--- src/rtl/ct_l2c_sram_pkg.sv ---
// ---------------------------------------------------------------------------
// ct_l2c_sram_pkg
// Shared definitions for the L2C single-port SRAM controller:
//   - state_t : controller FSM state (INIT sweep / RUN service)
//   - rr_t    : which requester won the last contended arbitration
//   - DEF_*   : default address / data / tag widths for one 512x144 macro
// ---------------------------------------------------------------------------
package ct_l2c_sram_pkg;

   typedef enum logic {
      ST_INIT = 1'b0,
      ST_RUN  = 1'b1
   } state_t;

   typedef enum logic {
      RR_RD = 1'b0,
      RR_WR = 1'b1
   } rr_t;

   localparam int unsigned DEF_ADDR_WIDTH = 9;
   localparam int unsigned DEF_DATA_WIDTH = 144;
   localparam int unsigned DEF_ID_WIDTH   = 4;

endpackage : ct_l2c_sram_pkg

--- src/rtl/ct_l2c_sram_rd_pipe.sv ---
// ---------------------------------------------------------------------------
// ct_l2c_sram_rd_pipe
// Read-return pipeline: carries valid and tag RD_LAT cycles behind the read
// grant and presents the macro output alongside them.
//   forever_cpuclk / cpurst_b : clock, async active-low clear
//   rd_gnt, rd_id             : read accepted this cycle and its tag
//   sram_q                    : macro Q (valid the cycle after the access)
//   rd_vld, rd_id_out, rd_data: returned read; rd_data holds when idle
// RD_LAT = 1 passes Q straight through, RD_LAT = 2 registers it once.
// ---------------------------------------------------------------------------
module ct_l2c_sram_rd_pipe
   import ct_l2c_sram_pkg::*;
#(
   parameter int unsigned DATA_WIDTH = DEF_DATA_WIDTH,
   parameter int unsigned ID_WIDTH   = DEF_ID_WIDTH,
   parameter int          RD_LAT     = 1
) (
   input  logic                  forever_cpuclk,
   input  logic                  cpurst_b,
   input  logic                  rd_gnt,
   input  logic [ID_WIDTH-1:0]   rd_id,
   input  logic [DATA_WIDTH-1:0] sram_q,
   output logic                  rd_vld,
   output logic [ID_WIDTH-1:0]   rd_id_out,
   output logic [DATA_WIDTH-1:0] rd_data
);

   logic [RD_LAT-1:0] vld_sr;
   logic [ID_WIDTH-1:0] id_sr [RD_LAT];

   // NOTE: sequential state is written with <= so every stage samples the
   // value its predecessor held before the edge, giving a true shift.
   always_ff @(posedge forever_cpuclk or negedge cpurst_b) begin
      if (!cpurst_b) begin
         vld_sr <= '0;
         for (int i = 0; i < RD_LAT; i++) id_sr[i] <= '0;
      end else begin
         vld_sr[0] <= rd_gnt;
         if (rd_gnt) id_sr[0] <= rd_id;
         for (int i = 1; i < RD_LAT; i++) begin
            vld_sr[i] <= vld_sr[i-1];
            id_sr[i]  <= id_sr[i-1];
         end
      end
   end

   assign rd_vld    = vld_sr[RD_LAT-1];
   assign rd_id_out = id_sr[RD_LAT-1];

   // Q is only meaningful the cycle after a read access, so the data path
   // keeps the last returned word instead of following Q while idle.
   if (RD_LAT == 1) begin : g_pass
      logic [DATA_WIDTH-1:0] hold_q;

      // NOTE: this is a single data register, not a memory, so it is reset
      // to give rd_data a defined value before the first return.
      always_ff @(posedge forever_cpuclk or negedge cpurst_b) begin
         if (!cpurst_b)      hold_q <= '0;
         else if (vld_sr[0]) hold_q <= sram_q;
      end

      assign rd_data = vld_sr[0] ? sram_q : hold_q;
   end else begin : g_reg
      logic [DATA_WIDTH-1:0] data_q;

      always_ff @(posedge forever_cpuclk or negedge cpurst_b) begin
         if (!cpurst_b)      data_q <= '0;
         else if (vld_sr[0]) data_q <= sram_q;
      end

      assign rd_data = data_q;
   end

endmodule : ct_l2c_sram_rd_pipe

--- src/rtl/ct_l2c_spsram_arb.sv ---
// ---------------------------------------------------------------------------
// ct_l2c_spsram_arb
// Controller for one 512x144 single-port L2C macro (A/CEN/GWEN/WEN/D/Q,
// active-low enables, 1-cycle read). After reset or init_req it zero-fills
// the whole array, then shares the port between one writer and one reader
// with round-robin arbitration. Reads return with their tag after RD_LAT.
//   forever_cpuclk / cpurst_b        : clock, async active-low reset
//   init_req / init_done             : re-run sweep / array ready
//   wr_req/addr/data/mask, wr_gnt    : write requester (mask active high)
//   rd_req/addr/id, rd_gnt           : read requester
//   rd_vld, rd_data, rd_id_out       : read return
//   sram_a/cen/gwen/wen/d, sram_q    : macro interface
// ---------------------------------------------------------------------------
module ct_l2c_spsram_arb
   import ct_l2c_sram_pkg::*;
#(
   parameter int unsigned ADDR_WIDTH = DEF_ADDR_WIDTH,
   parameter int unsigned DATA_WIDTH = DEF_DATA_WIDTH,
   parameter int unsigned ID_WIDTH   = DEF_ID_WIDTH,
   parameter int          RD_LAT     = 1
) (
   input  logic                  forever_cpuclk,
   input  logic                  cpurst_b,
   input  logic                  init_req,
   output logic                  init_done,
   input  logic                  wr_req,
   input  logic [ADDR_WIDTH-1:0] wr_addr,
   input  logic [DATA_WIDTH-1:0] wr_data,
   input  logic [DATA_WIDTH-1:0] wr_mask,
   output logic                  wr_gnt,
   input  logic                  rd_req,
   input  logic [ADDR_WIDTH-1:0] rd_addr,
   input  logic [ID_WIDTH-1:0]   rd_id,
   output logic                  rd_gnt,
   output logic                  rd_vld,
   output logic [DATA_WIDTH-1:0] rd_data,
   output logic [ID_WIDTH-1:0]   rd_id_out,
   output logic [ADDR_WIDTH-1:0] sram_a,
   output logic                  sram_cen,
   output logic                  sram_gwen,
   output logic [DATA_WIDTH-1:0] sram_wen,
   output logic [DATA_WIDTH-1:0] sram_d,
   input  logic [DATA_WIDTH-1:0] sram_q
);

   localparam logic [ADDR_WIDTH-1:0] CNT_ONE = ADDR_WIDTH'(1);

   state_t                state;
   rr_t                   rr_last;
   logic [ADDR_WIDTH-1:0] init_cnt;
   logic [ADDR_WIDTH-1:0] a_q;   // last address driven, held while idle
   logic [DATA_WIDTH-1:0] d_q;   // last data driven, held while idle

   assign init_done = (state == ST_RUN);

   // Grants and macro controls are decoded combinationally so the macro
   // samples them on the same edge that retires the request.
   always_comb begin
      // NOTE: every output gets a default first, so no branch can leave a
      // signal unassigned and infer a latch.
      wr_gnt    = 1'b0;
      rd_gnt    = 1'b0;
      sram_cen  = 1'b1;
      sram_gwen = 1'b1;
      sram_wen  = '1;
      sram_a    = a_q;
      sram_d    = d_q;

      // The FSM already sits in INIT while reset is held; the macro must
      // still see a deselect then, so decoding waits for reset release.
      if (cpurst_b) begin
         if (state == ST_INIT) begin
            sram_cen  = 1'b0;
            sram_gwen = 1'b0;
            sram_wen  = '0;
            sram_d    = '0;
            sram_a    = init_cnt;
         end else if (!init_req) begin
            if (wr_req && rd_req) begin
               wr_gnt = (rr_last == RR_RD);
               rd_gnt = (rr_last == RR_WR);
            end else begin
               wr_gnt = wr_req;
               rd_gnt = rd_req;
            end

            if (wr_gnt) begin
               sram_cen  = 1'b0;
               sram_gwen = 1'b0;
               sram_wen  = ~wr_mask;
               sram_a    = wr_addr;
               sram_d    = wr_data;
            end else if (rd_gnt) begin
               sram_cen  = 1'b0;
               sram_a    = rd_addr;
            end
         end
      end
   end

   always_ff @(posedge forever_cpuclk or negedge cpurst_b) begin
      if (!cpurst_b) begin
         state    <= ST_INIT;
         init_cnt <= '0;
         rr_last  <= RR_RD;
         a_q      <= '0;
         d_q      <= '0;
      end else begin
         a_q <= sram_a;
         d_q <= sram_d;
         case (state)
            ST_INIT: begin
               // init_cnt wraps to 0 on its own after the last address.
               init_cnt <= init_cnt + CNT_ONE;
               if (init_cnt == '1) state <= ST_RUN;
            end
            ST_RUN: begin
               if (init_req) begin
                  state    <= ST_INIT;
                  init_cnt <= '0;
               end else if (wr_gnt) begin
                  rr_last <= RR_WR;
               end else if (rd_gnt) begin
                  rr_last <= RR_RD;
               end
            end
            default: state <= ST_INIT;
         endcase
      end
   end

   ct_l2c_sram_rd_pipe #(
      .DATA_WIDTH (DATA_WIDTH),
      .ID_WIDTH   (ID_WIDTH),
      .RD_LAT     (RD_LAT)
   ) u_rd_pipe (
      .forever_cpuclk (forever_cpuclk),
      .cpurst_b       (cpurst_b),
      .rd_gnt         (rd_gnt),
      .rd_id          (rd_id),
      .sram_q         (sram_q),
      .rd_vld         (rd_vld),
      .rd_id_out      (rd_id_out),
      .rd_data        (rd_data)
   );

endmodule : ct_l2c_spsram_arb

--- config.mk ---
export PLATFORM = sky130hd
export DESIGN_NAME = ct_l2c_spsram_arb
export DESIGN_NICKNAME = d
export VERILOG_FILES = /design/src/rtl/ct_l2c_sram_pkg.sv /design/src/rtl/ct_l2c_sram_rd_pipe.sv /design/src/rtl/ct_l2c_spsram_arb.sv
export SDC_FILE = /design/constraint.sdc
export NUM_CORES = 1
export LEC_CHECK = 0
export BUFFER_PORTS_ARGS = -buffer_cell sky130_fd_sc_hd__clkbuf_2
export CORE_AREA = 4 4 357 359
export DETAILED_ROUTE_END_ITERATION = 8
export DIE_AREA = 0 0 361 363
export GPL_TIMING_DRIVEN = 1
export SETUP_SLACK_MARGIN = 0.05
export SLEW_MARGIN = 20
export SYNTH_ARGS = -nofsm -noshare
export SYNTH_HDL_FRONTEND = slang
export SYNTH_SLANG_ARGS = --single-unit
export TNS_END_PERCENT = 5
--- constraint.sdc ---
create_clock -name forever_cpuclk -period 6.3 [get_ports forever_cpuclk]
set_clock_uncertainty 0.15 [all_clocks]
set_input_delay 1.26 -clock forever_cpuclk [delete_from_list [all_inputs] [get_ports forever_cpuclk]]
set_output_delay 1.26 -clock forever_cpuclk [all_outputs]
set_load 0.1 [all_outputs]
==> results of run 1 <==
-- metal layers --
| layer | global-route usage (%) | wire length [um] | vias to the layer above |
|---|---|---|---|
| li1 | - | - | 5212 |
| met1 | 15.8 | 36300 | 5985 |
| met2 | 24.5 | 46700 | 843 |
| met3 | 6.20 | 9890 | 280 |
| met4 | 3.03 | 2870 | 16 |
| met5 | 0 | 98 | - |
-- cell families (layout without fill, tap and decap cells) --
logic type                 Yosys count  in the layout  share of synthesized area (%)
DFF                                313            313                           62.9
buffers and inverters               94           1018                           3.53
other                                0             13                              0
muxes                              149            149                           13.5
and+or+nand+nor                     41             41                           1.56
xor gates and xnor gates             6              6                          0.422
adders and majority gates            2              2                          0.201
AOI/OAI and AO/OA                  323            323                           18.0
-- layout by cell type (no fill, tap or decap), drive strengths merged, types with 2 or more instances in the layout --
cell type  netlist  final
diode            0     13
o221ai           6      6
nor2            14     14
a21oi            2      2
dfrtp          313    313
mux2           148    148
ha               2      2
o22ai           10     10
xor2             2      2
nand2           15     15
clkinvlp         0      4
clkinv           0      7
nand3            3      3
a221oi           3      3
a21o             2      2
xnor2            4      4
bufinv           0      5
a22o           146    146
o21ai          150    150
inv             10     18
buf             25    168
clkbuf          59    816
-- sequential cells by signal, indices dropped and copies added, names as in the netlist --
register                 count
a_q                          9
d_q                        144
init_cnt                     9
init_done                    1
rr_last                      1
u_rd_pipe.g_pass.hold_q    144
u_rd_pipe.rd_id_out          4
u_rd_pipe.rd_vld             1
-- worst max-delay path: stages --
cell and delay (ps):
clkbuf_2 190, and2_4 200, or3b_1 260, a21boi_4 120
inv_4 610, buf_12 380, a22o_1 310, buf_12 200
-- worst paths after layout --
| check | slack, ps | endpoint |
|---|---|---|
| worst min-delay path | 310 | u_rd_pipe.g_pass.hold_q[29] |
| min in group forever_cpuclk | 340 | u_rd_pipe.g_pass.hold_q[2] |
| max in group asynchronous | 3690 | d_q[59] |
| worst min register to register | 340 | u_rd_pipe.g_pass.hold_q[2] |
| worst max register to register | 3200 | d_q[88] |
| worst max-delay path | 1110 | sram_d[88] |
-- Yosys cell counts --
cell | n | share of area (%)
a21boi_4 | 1 | 0.15
a21o_1 | 2 | 0.12
a21oi_1 | 2 | 0.080
a221oi_1 | 3 | 0.21
a22o_1 | 146 | 10
a31oi_1 | 1 | 0.050
and2_4 | 1 | 0.070
buf_2 | 13 | 0.52
buf_4 | 5 | 0.30
buf_6 | 7 | 0.63
clkbuf_1 | 59 | 1.8
dfrtp_1 | 313 | 63
ha_1 | 2 | 0.20
inv_1 | 8 | 0.24
inv_2 | 2 | 0.060
mux2_2 | 148 | 13
mux2i_1 | 1 | 0.080
nand2_1 | 15 | 0.45
nand2b_1 | 1 | 0.050
nand3_1 | 3 | 0.12
nand3b_1 | 1 | 0.060
nand4bb_1 | 1 | 0.090
nor2_1 | 14 | 0.42
nor2b_1 | 1 | 0.050
nor3_1 | 1 | 0.040
nor4_1 | 1 | 0.050
o211a_1 | 1 | 0.080
o21ai_0 | 149 | 6.0
o21ai_1 | 1 | 0.040
o221ai_1 | 6 | 0.42
o22ai_1 | 10 | 0.50
o311a_1 | 1 | 0.080
or3b_1 | 1 | 0.070
or4b_2 | 1 | 0.080
xnor2_1 | 4 | 0.28
xor2_1 | 2 | 0.14
-- power by group through the flow --
| stage | combinational (W) | sequential, W | clock (W) |
|---|---|---|---|
| global route | 0.00138 | 0.00214 | 0.00298 |
| finish | 0.00132 | 0.00213 | 0.00278 |
| detailed placement | 0.00133 | 0.00216 | 0 |
| global placement | 0.00133 | 0.00216 | 0 |
| floorplan | 0.000865 | 0.00216 | 0 |
| CTS | 0.00133 | 0.00213 | 0.00291 |
-- final cells by class --
type	count	area [um2]
inverter	10	45.0
sequential	313	7840
antenna	13	32.5
fill	13600	101000
clock inverter	24	327
timing repair buffer	925	7030
clock buffer	59	1290
multi-input combinational	521	4190
tap	1637	2050
-- stage by stage --
step	utilization, %	power, W	cell area, um2
after floorplan	-	0.00302	12500
after global placement	17.1	0.00349	21200
after detailed placement	17.1	0.00350	21200
after CTS	18.4	0.00637	22800
after global routing	18.4	0.00650	22800
final	18.4	0.00622	22800
==> run summary, run 1 <==
Final Hold Fails: 0
Antenna Violating Nets Remaining: 0
H-tree levels: 2
Die W: 361 um
Crit path capture type: output pin
Crit start category: input port
Mapped Cells: 928
Switch Pwr: 0.00219 W
IO buf count: 909
CTS Hold Bufs: 0
# Max-Cap Violations: 0
Final slew viol count: 0
Worst Path Arrival: 3780 ps
Worst slack, placed: 1080 ps
Flops & latches, synth: 313
First-pass GRT wire length: 123 mm
Worst-margin pin slew: 969 ps
DRC Markers: 0
Final Worst Setup Slack: 1110 ps
RSZ-0062 raised after global routing: false
NumNets Final: 2277
Run status: completed
Vias in the first global route: 12700
Core ar.: 0.124 mm2
Postcts setup bufs: 0
Final wirelength: 95.9 mm
Initial antenna violation count: 123
CTS tree: yes
Fmax: 193 MHz
Hold_ws: 306 ps
Setup TNS: 0 ps
Final critical-path required period: 5190 ps
CP max FO: 83
Int Pwr: 0.00403 W
Drt pass-1 iters: 5
Critical path class: in2out
Clock Path Buffers: 3
Clk pwr share: 44.6%
Dpl hpwl: 81.5 mm
Period utilization: 82.4%
Clk sinks: 313
Clk_lat worst skew: 620 ps
Post-synth cell types: 36
Final setup fails: 0
Yosys warns: 0
Post-CTS resize count: 0
Synth Cell Area: 0.0125 mm2
Reg2Reg Depth: 5
Hold Path Class: in2async
CTS buffer count: 45
Worst r2r src: init_done
Seq/Total Area, Yosys: 62.9%
Synthesized Nets: 1389
Row cnt: 129
Worst Setup SP: rd_req
Detailed-route vias per instance: 3.52
Starting Density: 10.1%
Pwr/cell area: 273 mW/mm2
Wire per inst: 27.4 um
Reg power frac: 34.2%
Die area: 0.131 mm2
Total vias in the final route: 12300
Dpl cells: 3406
Pin count of the biggest net entering global routing: 116
CTS Root Cell: clkbuf_16
Area growth from synthesis to layout: 83.0%
Sw frac: 35.2%
IR Drop Worst-Case VDD: 0.000192 V
Clock-pin slew on the worst setup and hold paths: 60 ps
Post-route insts no fill: 3502
Synth Area per Inst: 13.4 um2
Die height: 363 um
Leak: 11.3 nW
GR Overflow Total: 0
Routability cong.: 0.852
Share of cells above drive strength 1: 62.6%
WP data required: 4890 ps
Comb pwr share: 21.2%
Tot GR Track Use: 14.0%
Slew headroom: 35.4%
Top Ports: 910
DR iter-0 viols: 675
(Power assumes the default switching activity.)
==> inputs of run 2 (changes only) <==
Clock period 6.3 ns to 4.95 ns, I/O delays scaled along.
==> run 2 against run 1 <==
- sequential power up 27%
- critical endpoint is now sram_d[111]
- wire length down 5.9%
- sequential share of layout area down 3.0 points
- sequential cell count unchanged
- global-route usage down 0.77 points
- final area up 9.6%
- final cell count about the same
- combinational power up 46%
==> run summary, run 2 (synthesis gave the netlist of run 1 again) <==
Setup TNS: 0 ps
Post-route insts no fill: 3500
Top Ports: 910
Worst-margin pin slew: 933 ps
Post-CTS resize count: 0
GR Overflow Total: 0
Share of cells above drive strength 1: 62.5%
Fill cells: 13400
CP max stage delay: 460 ps
WP data required: 3810 ps
Most frequent cells in the layout: clkbuf_2, dfrtp_1, buf_12, o21ai_0, mux2_2
Routability cong.: 0.855
Row cnt: 129
Crit start category: input port
Hold Path Class: in2async
Cell mode on critical path: buf_12
Worst Path Arrival: 3310 ps
NumNets Final: 2282
CTS buffer count: 42
CTS tree: yes
Period utilization: 90.0%
IR Drop Worst-Case VDD: 0.000227 V
H-tree levels: 2
Pwr/cell area: 315 mW/mm2
Worst-path cell chain: clkbuf_2 -> and2_4 -> or3b_1 -> a21boi_4 -> inv_4 -> buf_12 -> a22o_1 -> buf_12
Most common cell after layout, fill and taps aside: clkbuf_2
Crit path capture type: output pin
DRC Markers: 0
Dpl cells: 3414
Core ar.: 0.124 mm2
Postcts setup bufs: 0
CP max FO: 71
Vias in the first global route: 12600
Tot GR Track Use: 13.3%
FF/Latch Area: 0.00784 mm2
Final critical-path required period: 4450 ps
Clk sinks: 313
Hold_ws: 329 ps
Clk_lat worst skew: 600 ps
Final slew viol count: 0
Final Hold Fails: 0
CTS Hold Bufs: 0
RSZ-0062 raised after global routing: false
Total vias in the final route: 12000
Die height: 363 um
Top flop regs: d_q x144, u_rd_pipe.g_pass.hold_q x144
Leak: 12.1 nW
# Max-Cap Violations: 0
Slew headroom: 37.8%
Initial antenna violation count: 95
First-pass GRT wire length: 117 mm
Die W: 361 um
Area growth from synthesis to layout: 100%
Critical path class: in2out
Fmax: 225 MHz
Detailed-route vias per instance: 3.43
Final setup fails: 0
Starting Density: 10.1%
Run status: completed
CTS Root Cell: clkbuf_16
IO buf count: 909
Antenna Violating Nets Remaining: 0
Clock-pin slew on the worst setup and hold paths: 50 ps
Area of the multi-input gates: 0.00419 mm2
Max stage delay cell, worst path: or3b_1
DR iter-0 viols: 521
Pin count of the biggest net entering global routing: 115
Clock Path Buffers: 3
Dpl hpwl: 76.8 mm
Drt pass-1 iters: 5
Die area: 0.131 mm2
Final wirelength: 90.3 mm
Wire per inst: 25.8 um
-- run 2: cell types whose count changed in the layout (fill, tap and decap cells not counted), sizes merged --
cell,before,now
inv,18,11
bufinv,5,4
clkinv,7,9
clkbuf,816,667
buf,168,325
clkinvlp,4,0
-- run 2: final timing paths --
path / slack, ps / depth (start not counted) / end / start
setup / recovery: 500 / 8 / sram_d[111] / rd_req
hold / removal: 330 / 2 / u_rd_pipe.g_pass.hold_q[29] / cpurst_b
setup reg to reg: 2300 / 6 / d_q[118] / rr_last
hold reg to reg: 340 / 1 / u_rd_pipe.g_pass.hold_q[9] / u_rd_pipe.g_pass.hold_q[9]
max in group asynchronous: 2410 / 4 / d_q[109] / cpurst_b
min in group forever_cpuclk: 340 / 1 / u_rd_pipe.g_pass.hold_q[9] / u_rd_pipe.g_pass.hold_q[9]
-- run 2: routing by layer --
layer	global-route usage [%]	part of all wire (%)	vias to the layer above
met4	3.52	2.9	14
met2	22.3	48	736
met5	0	0.094	-
met3	8.41	14	227
met1	13.8	35	5791
li1	-	-	5222
-- run 2: critical path: cells and delay by family --
family / cells / cell delay (ps)
AOI/OAI and AO/OA: 2 / 700
buffers and inverters: 4 / 790
and+or+nand+nor: 2 / 650
-- run 2: power breakdown --
group	switching, W	leakage [nW]	internal (W)
clock network	0.00128	0.720	0.00195
logic	0.00135	7.06	0.000586
registers	0.0000630	4.31	0.00265
-- run 2: cell type report --
cell class / instances / share of cell area, %
Inverter: 10 / 0.180
Clock buffer: 59 / 4.94
Antenna cell: 13 / 0.130
Sequential cell: 313 / 31.4
Timing Repair Buffer: 933 / 37.5
Tap cell: 1637 / 8.20
Clock inverter: 14 / 0.901
Multi-Input combinational cell: 521 / 16.8
-- run 2: metrics by stage --
stage                     cell area, um2  utilization [%]  setup slack, ps  total power [W]
final                              25000             20.2              496          0.00787
after global routing               25000             20.2              383          0.00823
after CTS                          25000             20.2              514          0.00807
after detailed placement           23500             19.0              521          0.00471
after global placement             23500             19.0              537          0.00471
after floorplan                    12500                -             65.6          0.00385
==> inputs of run 3 (changes only) <==
Settings changed: ABC_CLOCK_PERIOD_IN_PS from default to 4950, CORE_AREA 4 4 357 359 to 4 4 350 352, DIE_AREA 0 0 361 363 to 0 0 354 356.
==> run 3 against run 2 <==
- core utilization grew 0.69 points
- worst hold slack worse by 52 ps
- non-clock buffer count is 5 lower
- total power is 1.7% higher
- final cell count shrank 0.71%
- setup slack worse by 220 ps
- combinational power is essentially flat
- count of clock-buffer cells in the layout is 4 lower
- sequential share of layout area up 0.095 points
- sequential cell count unchanged
- critical endpoint is now sram_d[102]
- largest power group unchanged
==> run summary, run 3 (synthesis gave the netlist of run 1 again) <==
Run status: completed
Final slew viol count: 0
Postcts setup bufs: 0
Most common cell after layout, fill and taps aside: clkbuf_2
Worst Path Arrival: 3530 ps
IR Drop Worst-Case VDD: 0.000220 V
Crit path capture type: output pin
CTS Root Cell: clkbuf_16
Dpl hpwl: 73.3 mm
Tot GR Track Use: 13.3%
Wire per inst: 25.2 um
Die W: 354 um
Area of the multi-input gates: 0.00419 mm2
DRC Markers: 0
Hold_ws: 277 ps
Most frequent cells in the layout: clkbuf_2, dfrtp_1, buf_12, o21ai_0, mux2_2
Setup TNS: 0 ps
Period utilization: 94.4%
H-tree levels: 2
Clock Path Buffers: 3
CP max stage delay: 900 ps
Worst r2r src: init_done
R2R Setup Slk: 1990 ps
Crit path to: sram_d[102]
# Max-Cap Violations: 0
Vias in the first global route: 12500
WP data required: 3810 ps
Pin count of the biggest net entering global routing: 134
Die area: 0.126 mm2
Drt pass-1 iters: 5
GR Overflow Total: 0
Worst Setup SP: init_done
Final critical-path required period: 4670 ps
RSZ-0062 raised after global routing: false
CTS Hold Bufs: 0
Core ar.: 0.119 mm2
CTS tree: yes
R2R Path End: d_q[130]
Total vias in the final route: 12100
Clock-pin slew on the worst setup and hold paths: 60 ps
Detailed-route vias per instance: 3.47
CTS buffer count: 45
Max stage delay cell, worst path: or4b_2
Routability cong.: 0.840
Antenna Violating Nets Remaining: 0
Share of cells above drive strength 1: 62.6%
Hold Path Class: in2async
Worst-path cell chain: nand2_1 -> or4b_2 -> inv_4 -> buf_12 -> a22o_1 -> buf_12
First-pass GRT wire length: 114 mm
Leak: 12.1 nW
Cell mode on critical path: buf_12
FF/Latch Area: 0.00784 mm2
NumNets Final: 2280
Slew headroom: 36.0%
Starting Density: 10.4%
Worst-margin pin slew: 960 ps
Final setup fails: 0
Area growth from synthesis to layout: 99.9%
CP max FO: 78
Row cnt: 127
Top flop regs: d_q x144, u_rd_pipe.g_pass.hold_q x144
Final wirelength: 87.7 mm
Crit start category: flop
Final Total Pwr: 0.00801 W
DR iter-0 viols: 718
Fill cells: 12900
Cell area after layout: 0.0249 mm2
Reg2Reg Depth: 5
Initial antenna violation count: 82
Pwr/cell area: 322 mW/mm2
Fmax: 214 MHz
Critical path class: reg2out
Clk sinks: 313
Final Hold Fails: 0
Die height: 356 um
Post-CTS resize count: 0
IO buf count: 909
Clk_lat worst skew: 610 ps
Placed Instance Area: 0.0234 mm2
Top Ports: 910
## run 3: cell count changes in the layout (fill, tap and decap cells not counted), sizes merged
cell / before / now
buf: 325 / 320
clkbuf: 667 / 663
clkinv: 9 / 12
clkinvlp: 0 / 4
inv: 11 / 13
## run 3: per-layer routing
layer	track usage [%]	up-vias	wire length [um]
met5	0	-	41
met1	14.4	5892	31900
met3	7.00	211	10400
met4	4.16	6	2720
met2	22.5	746	42700
li1	-	5205	-
## run 3: worst max-delay path, delay by kind of cell (launching register included)
family / cells / cell delay (ps)
AOI/OAI and AO/OA: 1 / 290
DFF: 1 / 690
and+or+nand+nor: 2 / 1140
buffers and inverters: 3 / 670
## run 3: worst min-delay path by stage
stage	startpoint	to	slack [ps]
2_1_floorplan	rr_last	rr_last	310
6_report	cpurst_b	rr_last	280
3_5_place_dp	u_rd_pipe.g_pass.hold_q[106]	u_rd_pipe.g_pass.hold_q[106]	340
3_3_place_gp	u_rd_pipe.g_pass.hold_q[29]	u_rd_pipe.g_pass.hold_q[29]	330
4_1_cts	cpurst_b	init_cnt[2]	220
5_1_grt	cpurst_b	init_cnt[2]	240
## run 3: report_power, final
part           internal [W]  switching (W)  leakage [nW]
registers           0.00265      0.0000897          4.31
clock network       0.00200        0.00135         0.740
logic              0.000584        0.00134          7.01
total               0.00524        0.00277          12.1
## run 3: through the flow
| stage | utilization [%] | worst slack (ps) | std cells |
|---|---|---|---|
| CTS | 20.8 | 219 | 3462 |
| global route | 20.9 | 98.6 | 3470 |
| global placement | 19.6 | 478 | 3384 |
| floorplan | - | 65.6 | 928 |
| finish | 20.9 | 277 | 3475 |
| detailed placement | 19.6 | 448 | 3384 |
## run 3: final cells by class
cell class              instances  share of cell area (%)
inverters                      10                   0.181
well taps                    1612                    8.10
clock buffers                  55                    5.00
repair buffers                928                    37.2
diodes                         13                   0.131
multi-input cells             521                    16.8
clock inverters                23                    1.11
flip-flops and latches        313                    31.5
